### src/rtl/fetch_queue.sv
// fetch_queue: instruction fetch front end.
// Keeps the program counter and issues one sequential word request per cycle
// to a synchronous instruction memory. Returned words are stored with their
// PCs in a DEPTH-entry FIFO, which decode drains over a valid/ready handshake.
// A redirect flushes everything and restarts fetch at the new PC.
//
// Optional build macro:
//   FETCH_PERF_EN - adds perf_starve_cnt, a free-running count of cycles in
//                   which decode had nothing to consume (instr_valid low).
module fetch_queue #(
  parameter int          DEPTH    = 4,
  parameter logic [31:0] RESET_PC = 32'h0000_0000
) (
  input  logic        clk,
  input  logic        rstn,
  output logic        imem_req,
  output logic [31:0] imem_addr,
  input  logic [31:0] imem_rdata,
  output logic [31:0] instr,
  output logic [31:0] instr_pc,
  output logic        instr_valid,
  input  logic        instr_ready,
  input  logic        redirect,
  input  logic [31:0] redirect_pc
`ifdef FETCH_PERF_EN
  ,
  output logic [31:0] perf_starve_cnt
`endif
);

  localparam int PTR_W = $clog2(DEPTH);
  localparam int CNT_W = PTR_W + 1;
  // Credit comparison needs one spare bit so count + inflight cannot wrap.
  localparam logic [CNT_W:0] DEPTH_C = (CNT_W + 1)'(DEPTH);

  logic [31:0]      pc;
  logic             inflight;
  logic [31:0]      inflight_pc;
  logic [31:0]      fifo_instr [DEPTH];
  logic [31:0]      fifo_pc    [DEPTH];
  logic [PTR_W-1:0] rd_ptr;
  logic [PTR_W-1:0] wr_ptr;
  logic [CNT_W-1:0] count;

  logic [CNT_W:0]   credit_used;
  logic             push;
  logic             pop;
  logic [31:0]      redirect_pc_aligned;

  // Entries already stored plus the one response still on its way back.
  // A pop in this cycle deliberately does not free a credit until next cycle.
  assign credit_used = {1'b0, count} + {{CNT_W{1'b0}}, inflight};

  assign redirect_pc_aligned = redirect_pc & 32'hFFFF_FFFC;

  // Redirect cancels both the write of the arriving response and any pop.
  assign push = inflight & ~redirect;
  assign pop  = instr_valid & instr_ready & ~redirect;

  assign imem_req  = rstn & ~redirect & (credit_used < DEPTH_C);
  assign imem_addr = pc;

  assign instr_valid = (count != '0);
  assign instr       = fifo_instr[rd_ptr];
  assign instr_pc    = fifo_pc[rd_ptr];

  // PC and in-flight tracking: advance on each issued request, jump on redirect.
  always_ff @(posedge clk) begin
    if (!rstn) begin
      pc          <= RESET_PC;
      inflight    <= 1'b0;
      inflight_pc <= '0;
    end else if (redirect) begin
      pc          <= redirect_pc_aligned;
      inflight    <= 1'b0;
    end else if (imem_req) begin
      pc          <= pc + 32'd4;
      inflight    <= 1'b1;
      inflight_pc <= pc;
    end else begin
      inflight    <= 1'b0;
    end
  end

  // FIFO pointers and occupancy; redirect empties the queue outright.
  always_ff @(posedge clk) begin
    if (!rstn) begin
      rd_ptr <= '0;
      wr_ptr <= '0;
      count  <= '0;
    end else if (redirect) begin
      rd_ptr <= '0;
      wr_ptr <= '0;
      count  <= '0;
    end else begin
      if (push) begin
        wr_ptr <= wr_ptr + PTR_W'(1);
      end
      if (pop) begin
        rd_ptr <= rd_ptr + PTR_W'(1);
      end
      case ({push, pop})
        2'b10:   count <= count + CNT_W'(1);
        2'b01:   count <= count - CNT_W'(1);
        default: count <= count;
      endcase
    end
  end

  // FIFO storage; cleared on reset so the head reads as zero until filled.
  always_ff @(posedge clk) begin
    if (!rstn) begin
      for (int i = 0; i < DEPTH; i++) begin
        fifo_instr[i] <= '0;
        fifo_pc[i]    <= '0;
      end
    end else if (push) begin
      fifo_instr[wr_ptr] <= imem_rdata;
      fifo_pc[wr_ptr]    <= inflight_pc;
    end
  end

`ifdef FETCH_PERF_EN
  // Starvation counter: cycles out of reset with nothing for decode.
  always_ff @(posedge clk) begin
    if (!rstn) begin
      perf_starve_cnt <= '0;
    end else if (!instr_valid) begin
      perf_starve_cnt <= perf_starve_cnt + 32'd1;
    end
  end
`endif

endmodule

### config.mk
export PLATFORM = sky130hd
export DESIGN_NAME = fetch_queue
export DESIGN_NICKNAME = d
export VERILOG_FILES = /design/src/rtl/fetch_queue.sv
export SDC_FILE = /design/constraint.sdc
export NUM_CORES = 1
export LEC_CHECK = 0
export CORE_AREA = 2 2 160 162
export DETAILED_ROUTE_END_ITERATION = 12
export DIE_AREA = 0 0 162 164
export MAX_ROUTING_LAYER = met4
export PLACE_DENSITY = 0.79
export SLEW_MARGIN = 20
export SYNTH_ARGS = -nofsm -noshare
export SYNTH_HDL_FRONTEND = slang
export SYNTH_SLANG_ARGS = --single-unit
### constraint.sdc
create_clock -name clk -period 8.2 [get_ports clk]
set_clock_uncertainty 0.05 [all_clocks]
set_input_delay 2.05 -clock clk [delete_from_list [all_inputs] [get_ports clk]]
set_output_delay 2.05 -clock clk [all_outputs]
set_load 0.02 [all_outputs]
==> impl_metrics.csv, run 1 <==
group,metric,value,unit
floorplanning,coreArea,24800,um^2
grt,grt_max_degree,63,
logic_synthesis,ys_ff_latch,318,
timing,period_share,74.0,%
floorplanning,io_pins,166,
logic_synthesis,synthTopCellsByArea,"edfxtp_1 54%, dfxtp_1 10%, mux4_2 10%",
cells_and_area,antennaDiodeCount,0,
grt,grt_antenna_before_repair,0,
cells_and_area,mostFrequentLayoutCell,"edfxtp_1",
worst_setup_path,crit_fanout,23,
floorplanning,num_rows,58,
timing,finalSetupViolations,0,
cts,cts_tree,"built",
route,wire_per_inst,19.4,um
cells_and_area,fillerInstances,1793,
cells_and_area,most-common-layout-cells,"248 x edfxtp_1, 206 x nor2_1, 159 x clkdlybuf4s50_1",
grt,grt-ovfl-total,0,
pwr,ir_drop,157,uV
flow_run,max-cap-violations,0,
grt,grt_pass1_vias,9225,
logic_synthesis,synth_warnings,0,
timing,hold_viol_final,0,
timing,fin_tns_setup,0,ns
logic_synthesis,synth_top_family_by_area,"simple AND/OR/NAND/NOR gates",
logic_synthesis,synth_adder_area_share,0.329,%
worst_setup_path,critical_path_arrival,3.97,ns
logic_synthesis,muxShareOfSynthArea,10.4,%
logic_synthesis,synth-xor-area-share,0.384,%
place,dp.cells,1529,
logic_synthesis,netlist_area,13700,um^2
timing,rsz0062_at_grt,"no",
floorplanning,die-area,26600,um^2
cells_and_area,layout.cells.non_filler,1586,
cts,cts_hold_buf,0,
grt,grt_pass1_wl,48.5,mm
logic_synthesis,synth-simple-area-share,13.7,%
cts,clk_pin_slew,0.06,ns
worst_setup_path,critPathMaxStageDelay,0.61,ns
cts,clk_latency,0.54,ns
route,drt_pass1_iterations,6,
cts,cts-root-buf,"clkbuf_16",
timing,hold_slack,0.408,ns
cells_and_area,drive_gt1_share,11.4,%
logic_synthesis,avgSynthCellArea,12.4,um^2
logic_synthesis,synth_compound_area_share,5.76,%
worst_setup_path,end_kind,"primary output",
pwr,power_density,211,nW/um^2
route,wl,30.8,mm
place,dpl_cell_area,15500,um^2
place,portBuffers,159,
logic_synthesis,syn_inst,1101,
timing,slew_headroom,34.7,%
worst_setup_path,critPathMostFrequentCell,"clkdlybuf4s50_1",
outcome,status,"finished, final reports clean",
cts,cts_max_level,1,
cells_and_area,syn2layout_area_growth,20.8,%
pwr,p_leak,0.00604,uW
cts,cts_setup_buffers,0,
route,vias,9125,
logic_synthesis,async_reset_ff_share,0,%
cts,cts.sinks,318,
route,drt_iter0_drc,712,
logic_synthesis,dominantRegCellSynth,"edfxtp_1",
route,viasPerCell,5.75,
hold_path,hold_start,"inflight_pc[17]",
cts,clk_path_buf_depth,3,
worst_setup_path,r2r_start,"inflight",
route,drc,0,
timing,max_freq,165,MHz
cells_and_area,nets,1303,
timing,finalMaxSlewViolations,0,
worst_setup_path,worstPathRequired,6.10,ns
floorplanning,die_w,162,um
logic_synthesis,yosys.area.top_type,"edfxtp_1",
timing,tightest_slew,0.979,ns
place,place_congestion,0.866,
hold_path,min_path_type,"reg2reg",
floorplanning,die_y,164,um
cts,numCtsBuffers,31,
floorplanning,start_util,55.1,%
timing,finalCriticalPeriod,6.07,ns
worst_setup_path,slowest_stage,"clkdlybuf4s50_1",
grt,gr-usage-all-layers,24.0,%
worst_setup_path,startpoint,"rstn",
route,antenna_left,0,
worst_setup_path,crit_type,"in2out",
cells_and_area,final_area,16500,um^2
logic_synthesis,ys_seq_area_share,64.7,%
logic_synthesis,synth-edff-count,248,
logic_synthesis,yosysTopAreaCellShare,54.5,%
logic_synthesis,ys_types,54,
worst_setup_path,crit_chain,"clkdlybuf4s50_1 > buf_4 > nor3b_4 > nand2_2 > clkinv_1 > clkdlybuf4s50_1",
cts,cts-resized-gates,0,
place,dp_hpwl,17.7,mm
worst_setup_path,startpoint_type,"primary input",
## stage by stage
stage,total power [uW],utilization [%],setup WS (ns)
2_1_floorplan,2010,-,0.777
3_3_place_gp,2120,62.5,2.15
3_5_place_dp,2130,62.5,2.15
4_1_cts,3510,66.6,2.14
5_1_grt,3600,66.6,2.04
6_report,3490,66.6,2.13
## kinds of logic (layout without fill, tap and decap cells)
kind of cell,count (synthesis),after routing
and+or+nand+nor,437,437
DFF,318,318
buffers and inverters,150,302
AOI/OAI and AO/OA,121,121
muxes,65,65
xor gates and xnor gates,6,6
adders and majority gates,3,3
other,1,4
## worst max-delay path: cells and delay by family
kind | cells | cell delay [ns]
buffers and inverters | 4 | 1.46
AND/OR/NAND/NOR | 2 | 0.45
## cells in the mapped netlist (2+ instances only)
cell      number
nand2b_1       5
o211ai_1       4
a31oi_1       16
buf_2         22
a22oi_1        4
clkbuf_1      48
or4_1         13
o311ai_0      10
mux2_2         2
ha_1           2
or3_1          3
a221o_1        7
nor2_1       207
nor3_1         8
a21oi_1       39
o31a_1         2
xor2_1         3
and2_1         3
and3_1         5
nand4_1       10
buf_6          2
o311a_1        6
inv_1         70
edfxtp_1     248
xnor2_1        3
mux4_2        62
nand3_1       12
o31ai_1        2
buf_4          6
nand2_1      155
and4_1         7
o21ai_0       24
dfxtp_1       70
## layout make-up
class                   instances  area [um^2]  area share (%)
clock buffers                  49          977            5.91
inverters                      71          267            1.61
flip-flops and latches        318         8850            53.6
well taps                     330          413            2.50
clock inverters                 8         43.8           0.265
repair buffers                174         1700            10.3
multi-input cells             636         4270            25.8
## layer usage
layer / wire length (um) / vias up / share of wire (%) / GRT usage (%)
met4: 384 / 0 / 1.2 / 5.55
met2: 15400 / 421 / 50 / 40.2
li1: - / 4213 / - / -
met5: 0 / - / 0 / -
met1: 12600 / 4448 / 41 / 31.6
met3: 2460 / 43 / 8.0 / 3.48
## flip-flops by register name (all words and copies together), names as in the netlist, named ones only
signal	cells
count	3
inflight_pc	30
inflight	1
wr_ptr	2
rd_ptr	2
fifo_instr	128
fifo_pc	120
imem_addr	30
## report_power, final
part	internal [uW]	total (uW)	switching (uW)
sequential	1800	1840	37.7
clock	816	1400	580
combinational	117	263	146
## path summary, 6_finish.rpt
| kind | to | slack (ns) | cells after the start |
|---|---|---|---|
| worst min-delay path | inflight_pc[17] | 0.41 | 2 |
| worst max-delay path | imem_req | 2.13 | 6 |
| worst min register to register | inflight_pc[17] | 0.41 | 2 |
| worst max register to register | fifo_pc[2][2] | 5.50 | 3 |
Power figures use the tool's default switching activity.
==> run 2: changes to the inputs <==
==> constraint.sdc (replaced) <==
create_clock -name clk -period 6 [get_ports clk]
set_clock_uncertainty 0.05 [all_clocks]
set_input_delay 1.5 -clock clk [delete_from_list [all_inputs] [get_ports clk]]
set_output_delay 1.5 -clock clk [all_outputs]
set_load 0.02 [all_outputs]
==> run 2 against run 1 <==
Effect of this change: cell area about the same; critical path depth is 1 lower; sequential share of layout area is 0.053 points lower; global-route usage grew 0.16 points; sequential power grew 36%; largest power group unchanged; clock power grew 34%; setup slack got worse by 0.73 ns; clock-buffer cell count shrank 3; critical endpoint unchanged.
==> impl_metrics.csv, run 2 (synthesis gave the netlist of run 1 again) <==
group,metric,value,unit
timing,slew_headroom,36.9,%
worst_setup_path,crit_fanout,5,
timing,tightest_slew,0.946,ns
timing,fin_tns_setup,0,ns
worst_setup_path,r2r_slack,3.56,ns
pwr,ir_drop,192,uV
timing,finalSetupViolations,0,
cts,cts_setup_buffers,0,
route,viasPerCell,5.74,
pwr,power_density,286,nW/um^2
grt,grt-ovfl-total,0,
worst_setup_path,critPathMaxStageDelay,0.60,ns
cts,cts_max_level,2,
cells_and_area,antennaDiodeCount,0,
grt,grt_pass1_wl,48.6,mm
cts,cts.sinks,318,
timing,hold_viol_final,0,
route,drc,0,
timing,rsz0062_at_grt,"no",
place,dpl_cell_area,15600,um^2
floorplanning,start_util,55.1,%
cells_and_area,mostFrequentLayoutCell,"edfxtp_1",
cells_and_area,most-common-layout-cells,"248 x edfxtp_1, 206 x nor2_1, 159 x clkdlybuf4s50_1",
floorplanning,die_w,162,um
grt,grt_max_degree,63,
worst_setup_path,slowest_stage,"clkdlybuf4s50_1",
grt,gr-usage-all-layers,24.2,%
route,wire_per_inst,19.1,um
route,antenna_left,0,
worst_setup_path,worstPathRequired,4.45,ns
cells_and_area,largest_register_ffs,128,
cells_and_area,reg_top3,"fifo_instr (128), fifo_pc (120)",
floorplanning,num_rows,58,
flow_run,max-cap-violations,0,
route,wl,30.4,mm
timing,finalMaxSlewViolations,0,
timing,max_freq,218,MHz
cells_and_area,nets,1310,
cts,cts_tree,"built",
cts,cts-resized-gates,0,
cts,cts_hold_buf,0,
grt,grt_antenna_before_repair,0,
place,place_congestion,0.861,
outcome,status,"finished, final reports clean",
cts,clk_latency,0.51,ns
worst_setup_path,crit_type,"in2out",
place,dp_hpwl,18.1,mm
worst_setup_path,critical_path_arrival,3.05,ns
floorplanning,die-area,26600,um^2
cts,clk_path_buf_depth,3,
grt,grt_pass1_vias,9361,
cells_and_area,drive_gt1_share,11.2,%
worst_setup_path,crit_chain,"clkdlybuf4s50_1 > nor3b_4 > nand2_2 > clkinv_1 > clkdlybuf4s50_1",
cells_and_area,top_register,"fifo_instr",
worst_setup_path,end_kind,"primary output",
timing,finalCriticalPeriod,4.60,ns
hold_path,min_path_type,"reg2reg",
worst_setup_path,startpoint_type,"primary input",
cts,cts-root-buf,"clkbuf_16",
floorplanning,io_pins,166,
floorplanning,die_y,164,um
place,portBuffers,159,
cells_and_area,syn2layout_area_growth,21.0,%
floorplanning,coreArea,24800,um^2
worst_setup_path,critPathMostFrequentCell,"clkdlybuf4s50_1",
cells_and_area,final_area,16500,um^2
route,drt_pass1_iterations,5,
route,vias,9141,
route,drt_iter0_drc,719,
cts,clk_pin_slew,0.06,ns
cts,numCtsBuffers,34,
pwr,p_leak,0.00605,uW
timing,period_share,76.6,%
run 2: cell count changes in the layout (fill, tap and decap cells not counted), sizes merged:
cell | before | now
clkbuf | 49 | 46
clkinv | 7 | 12
buf | 15 | 19
run 2: per-stage QoR:
step | utilization (%) | setup WS (ns) | power [uW] | hold slack, ns | std cells
floorplan | - | -0.873 | 2740 | 0.387 | 1104
global placement | 62.7 | 1.41 | 2910 | 0.396 | 1533
detailed placement | 62.7 | 1.40 | 2910 | 0.397 | 1533
CTS | 66.6 | 1.39 | 4760 | 0.405 | 1592
global route | 66.6 | 1.30 | 4890 | 0.425 | 1592
finish | 66.6 | 1.40 | 4740 | 0.406 | 1592
run 2: critical path: cells and delay by family:
| kind | cells | cell delay [ns] |
|---|---|---|
| and+or+nand+nor | 2 | 0.39 |
| buffers and inverters | 3 | 1.16 |
run 2: final cells by class:
| type | instances | area (um^2) |
|---|---|---|
| clock buffers | 46 | 917 |
| clock inverters | 13 | 65.1 |
| fillers | 1791 | 8280 |
| inverters | 71 | 267 |
| multi-input cells | 636 | 4270 |
| flip-flops and latches | 318 | 8850 |
| well taps | 330 | 413 |
| repair buffers | 178 | 1760 |
run 2: where the power goes:
part           switching (uW)  internal (uW)
sequential               50.2           2460
clock                     798           1070
combinational             199            163
total                    1050           3690
run 2: path summary, 6_finish.rpt:
kind / startpoint / end / depth (start not counted)
max: rstn / imem_req / 5
min: inflight_pc[11] / inflight_pc[11] / 2
max reg2reg: inflight / fifo_instr[1][17] / 5
min reg2reg: inflight_pc[11] / inflight_pc[11] / 2
run 2: layer usage:
| metal | vias to the layer above | track usage, % | wire [um] |
|---|---|---|---|
| li1 | 4231 | - | - |
| met1 | 4458 | 31.6 | 12500 |
| met2 | 403 | 39.8 | 15000 |
| met3 | 49 | 3.94 | 2340 |
| met4 | 0 | 6.88 | 561 |
| met5 | - | - | 0 |
==> patch 1: new RTL, config.mk and constraints of run 1 <==
`DEPTH`: 4 -> 2.
--- a/src/rtl/fetch_queue.sv
+++ b/src/rtl/fetch_queue.sv
@@ -10,3 +10,3 @@
 module fetch_queue #(
-  parameter int          DEPTH    = 4,
+  parameter int          DEPTH    = 2,
   parameter logic [31:0] RESET_PC = 32'h0000_0000
Formal check against the unedited RTL: not equivalent (Yosys sat finds a counterexample within 4 cycles, from zero or initial values and one cycle with rstn low).
==> patch 1 against run 1 <==
Final area down 34%; via count decreased by 36%; synthesized area is 39% lower; first-iteration DRC count decreased by 42%; critical path depth grew 2; sequential cell count decreased by 128; worst setup slack lost 0.32 ns; utilization down 23 points; power down 39%; non-clock buffer count decreased by 3; wire length fell by 36%; largest power group unchanged.
==> patch 1: results (changes against run 1) <==
worst vdd ir=0.1168 mV (was 0.1568 mV); hold endpoint=inflight_pc[7] (was inflight_pc[17]); crit path max fanout=36 (was 23); GRT Resource Usage Total=15.56% (was 24.02%); EDFF count, synth=124 (was 248); Power Combinational=205 uW (was 263 uW); Critical R2R Capture=fifo_pc[1][23] (was fifo_pc[2][2]); nets=933 (was 1303); WL met1=8.682 mm (was 12.62 mm); Psw=508.9 uW (was 763.5 uW); switch share=23.81% (was 21.85%); vias in the first global route=5668 (was 9225); WP data arrival=4.29 ns (was 3.97 ns); placed cells=1174 (was 1529); first-pass GRT wire length=30.78 mm (was 48.51 mm); compound-gate portion of the synthesized area=5.916% (was 5.764%); Critical Path Source=redirect (was rstn); XOR/XNOR Fraction of Synth Area=2.634% (was 0.3843%); grt met2 use=25.78% (was 40.19%); HP Start=inflight_pc[7] (was inflight_pc[17]); register share of total power=50.9% (was 52.5%); largest registers=fifo_instr (64), fifo_pc (60) (was fifo_instr (128), fifo_pc (120)); GR met1 Demand/Resource=19.33% (was 31.61%); status=completed (unchanged); wire length per cell=16.45 um (was 19.43 um)
## patch 1: final cells by class
cell class,count,share of cell area (%)
clock buffer,21,4.539
clock inverter,11,1.037
inverter,7,0.2419
multi-input combinational,476,28.41
sequential,190,46.49
tap,330,3.802
timing repair buffer,171,15.48
## patch 1: metrics by stage
step / setup WS, ns / util [%] / area (sq um) / hold slack, ns
6_report: 1.808 / 43.76 / 10860 / 0.4128
5_1_grt: 1.649 / 43.76 / 10860 / 0.4337
4_1_cts: 1.803 / 43.76 / 10860 / 0.4192
3_5_place_dp: 1.808 / 41.32 / 10250 / 0.4056
3_3_place_gp: 1.763 / 41.32 / 10250 / 0.3962
2_1_floorplan: 0.7673 / - / 8323 / 0.3901
## patch 1: worst reg2reg max path: cells and delay by family, from the launching register on
family,cells,cell delay [ns]
AO/OA/AOI/OAI,1,0.86
AND/OR/NAND/NOR,1,0.23
buffers and inverters,1,0.60
flip-flops,1,0.40
==> patch 2: new RTL, flow settings as in run 1 <==
Made on the original files. Add a define of `FETCH_PERF_EN`.
--- a/src/rtl/fetch_queue.sv
+++ b/src/rtl/fetch_queue.sv
@@ -9,2 +9,4 @@
 //                   which decode had nothing to consume (instr_valid low).
+`define FETCH_PERF_EN
+
 module fetch_queue #(
Check against the original RTL (old outputs only; new: perf_starve_cnt): no difference found for any inputs over 4 cycles, from zero or initial values and one cycle with rstn low; that may be too few to reach the edited logic, so the function may still have changed.
==> patch 2 against run 1 <==
Global-route usage increased by 3.2 points; critical path depth stayed put; worst setup slack lost 0.28 ns; critical endpoint unchanged; wire length increased by 12%; worst hold slack worse by 0.0020 ns; sequential cell count is 32 higher; synthesized area grew 9.9%; power up 13%; final area is 11% higher.
==> patch 2: results (changes against run 1) <==
status=completed (unchanged); H-tree levels=2 (was 1); Detailed Place HPWL=19.43 mm (was 17.71 mm); GRT Resource Usage Total=27.20% (was 24.02%); DR iter-0 viols=726 (was 712); P_leak=6.777 nW (was 6.042 nW); layout cells sized above 1=11.29% (was 11.39%); Post-Synthesis Cells=1260 (was 1101); dpl ws=1.850 ns (was 2.148 ns); largest registers=fifo_instr (128), fifo_pc (120), perf_starve_cnt (32) (was fifo_instr (128), fifo_pc (120)); Num CTS Buffers=35 (was 31); IO buf count=191 (was 159); worst vdd ir=0.1699 mV (was 0.1568 mV); M3 GR Usage=4.722% (was 3.485%); vias in the first global route=10320 (was 9225); GR peak layer=met2 (unchanged); clock share of power=42.4% (was 39.9%); DR vias=10310 (was 9125); adder-cell share of the synthesized area=0.3830% (was 0.3294%); compound-gate portion of the synthesized area=4.838% (was 5.764%); Layout fillers=1624 (was 1793); R2R Setup Slk=5.68 ns (was 5.50 ns); XOR/XNOR Fraction of Synth Area=1.923% (was 0.3843%); placed cells=1718 (was 1529); WL met1=14.20 mm (was 12.62 mm); final wirelength=34.37 mm (was 30.82 mm); Hold WS=0.4058 ns (was 0.4078 ns); GR met1 Demand/Resource=36.23% (was 31.61%); WP data arrival=4.25 ns (was 3.97 ns); nets=1497 (was 1303); r2r startpoint=inflight (unchanged); crit-path max cell delay=0.63 ns (was 0.61 ns); Critical R2R Capture=fifo_instr[1][6] (was fifo_pc[2][2]); Int Pwr=3.080 mW (was 2.731 mW); largest net degree at the start of global routing=73 (was 63); Synth top cells by count=248 x edfxtp_1, 233 x nor2_1, 178 x nand2_1 (was 248 x edfxtp_1, 207 x nor2_1, 155 x nand2_1); crit path max fanout=37 (was 23); Non-Filler Instances=1782 (was 1586); grt met2 use=44.31% (was 40.19%); synth top area cells=edfxtp_1 50%, dfxtp_1 14%, mux4_2 9.3% (was edfxtp_1 54%, dfxtp_1 10%, mux4_2 10%); DRT Pass-1 Iters=7 (was 6); Comb pwr share=7.1% (was 7.5%); Area after DPL=17180 sq um (was 15500 sq um); met3 routed WL=2.817 mm (was 2.456 mm); Slew @ Worst Pin=0.9575 ns (was 0.9793 ns); Yosys cell types=59 (was 54); sequential area share after synthesis=63.15% (was 64.71%); gpl congestion=0.8626 (was 0.8656); first-pass GRT wire length=54.72 mm (was 48.51 mm); power density over the cells=215.0 nW/um^2 (was 211.5 nW/um^2); metal2 WL=16.78 mm (was 15.36 mm); mux cell area share after synthesis=10.06% (was 10.45%)
==> patch 2: changes by cell type after synthesis, sizes merged, moves of 8 or more <==
cell and delta:
a21oi +12, a31oi -10, dfxtp +32, inv +8
nand2 +22, nand2b +11, nand3 +14, nand4 +8
nor2 +26, nor4 +11, o21ai -8, or4 -11
xnor2 +10, xor2 +17
==> patch 2: cell type report <==
cell class              count  area [sq um]  area share (%)
repair buffers            206          2019           10.98
clock buffers              49          1018           5.538
multi-input cells         754          4957           26.95
inverters                  78         292.8           1.592
clock inverters            15         196.4           1.068
flip-flops and latches    350          9494           51.62
well taps                 330         412.9           2.245
==> patch 2: worst max path at each step <==
| stage | from | to | slack (ns) | depth (start not counted) |
|---|---|---|---|---|
| global placement | redirect | imem_req | 1.84 | 6 |
| finish | redirect | imem_req | 1.85 | 6 |
| CTS | redirect | imem_req | 1.84 | 6 |
| floorplan | redirect | fifo_instr[0][0] | 0.76 | 4 |
| global route | redirect | imem_req | 1.73 | 6 |
| detailed placement | redirect | imem_req | 1.85 | 6 |
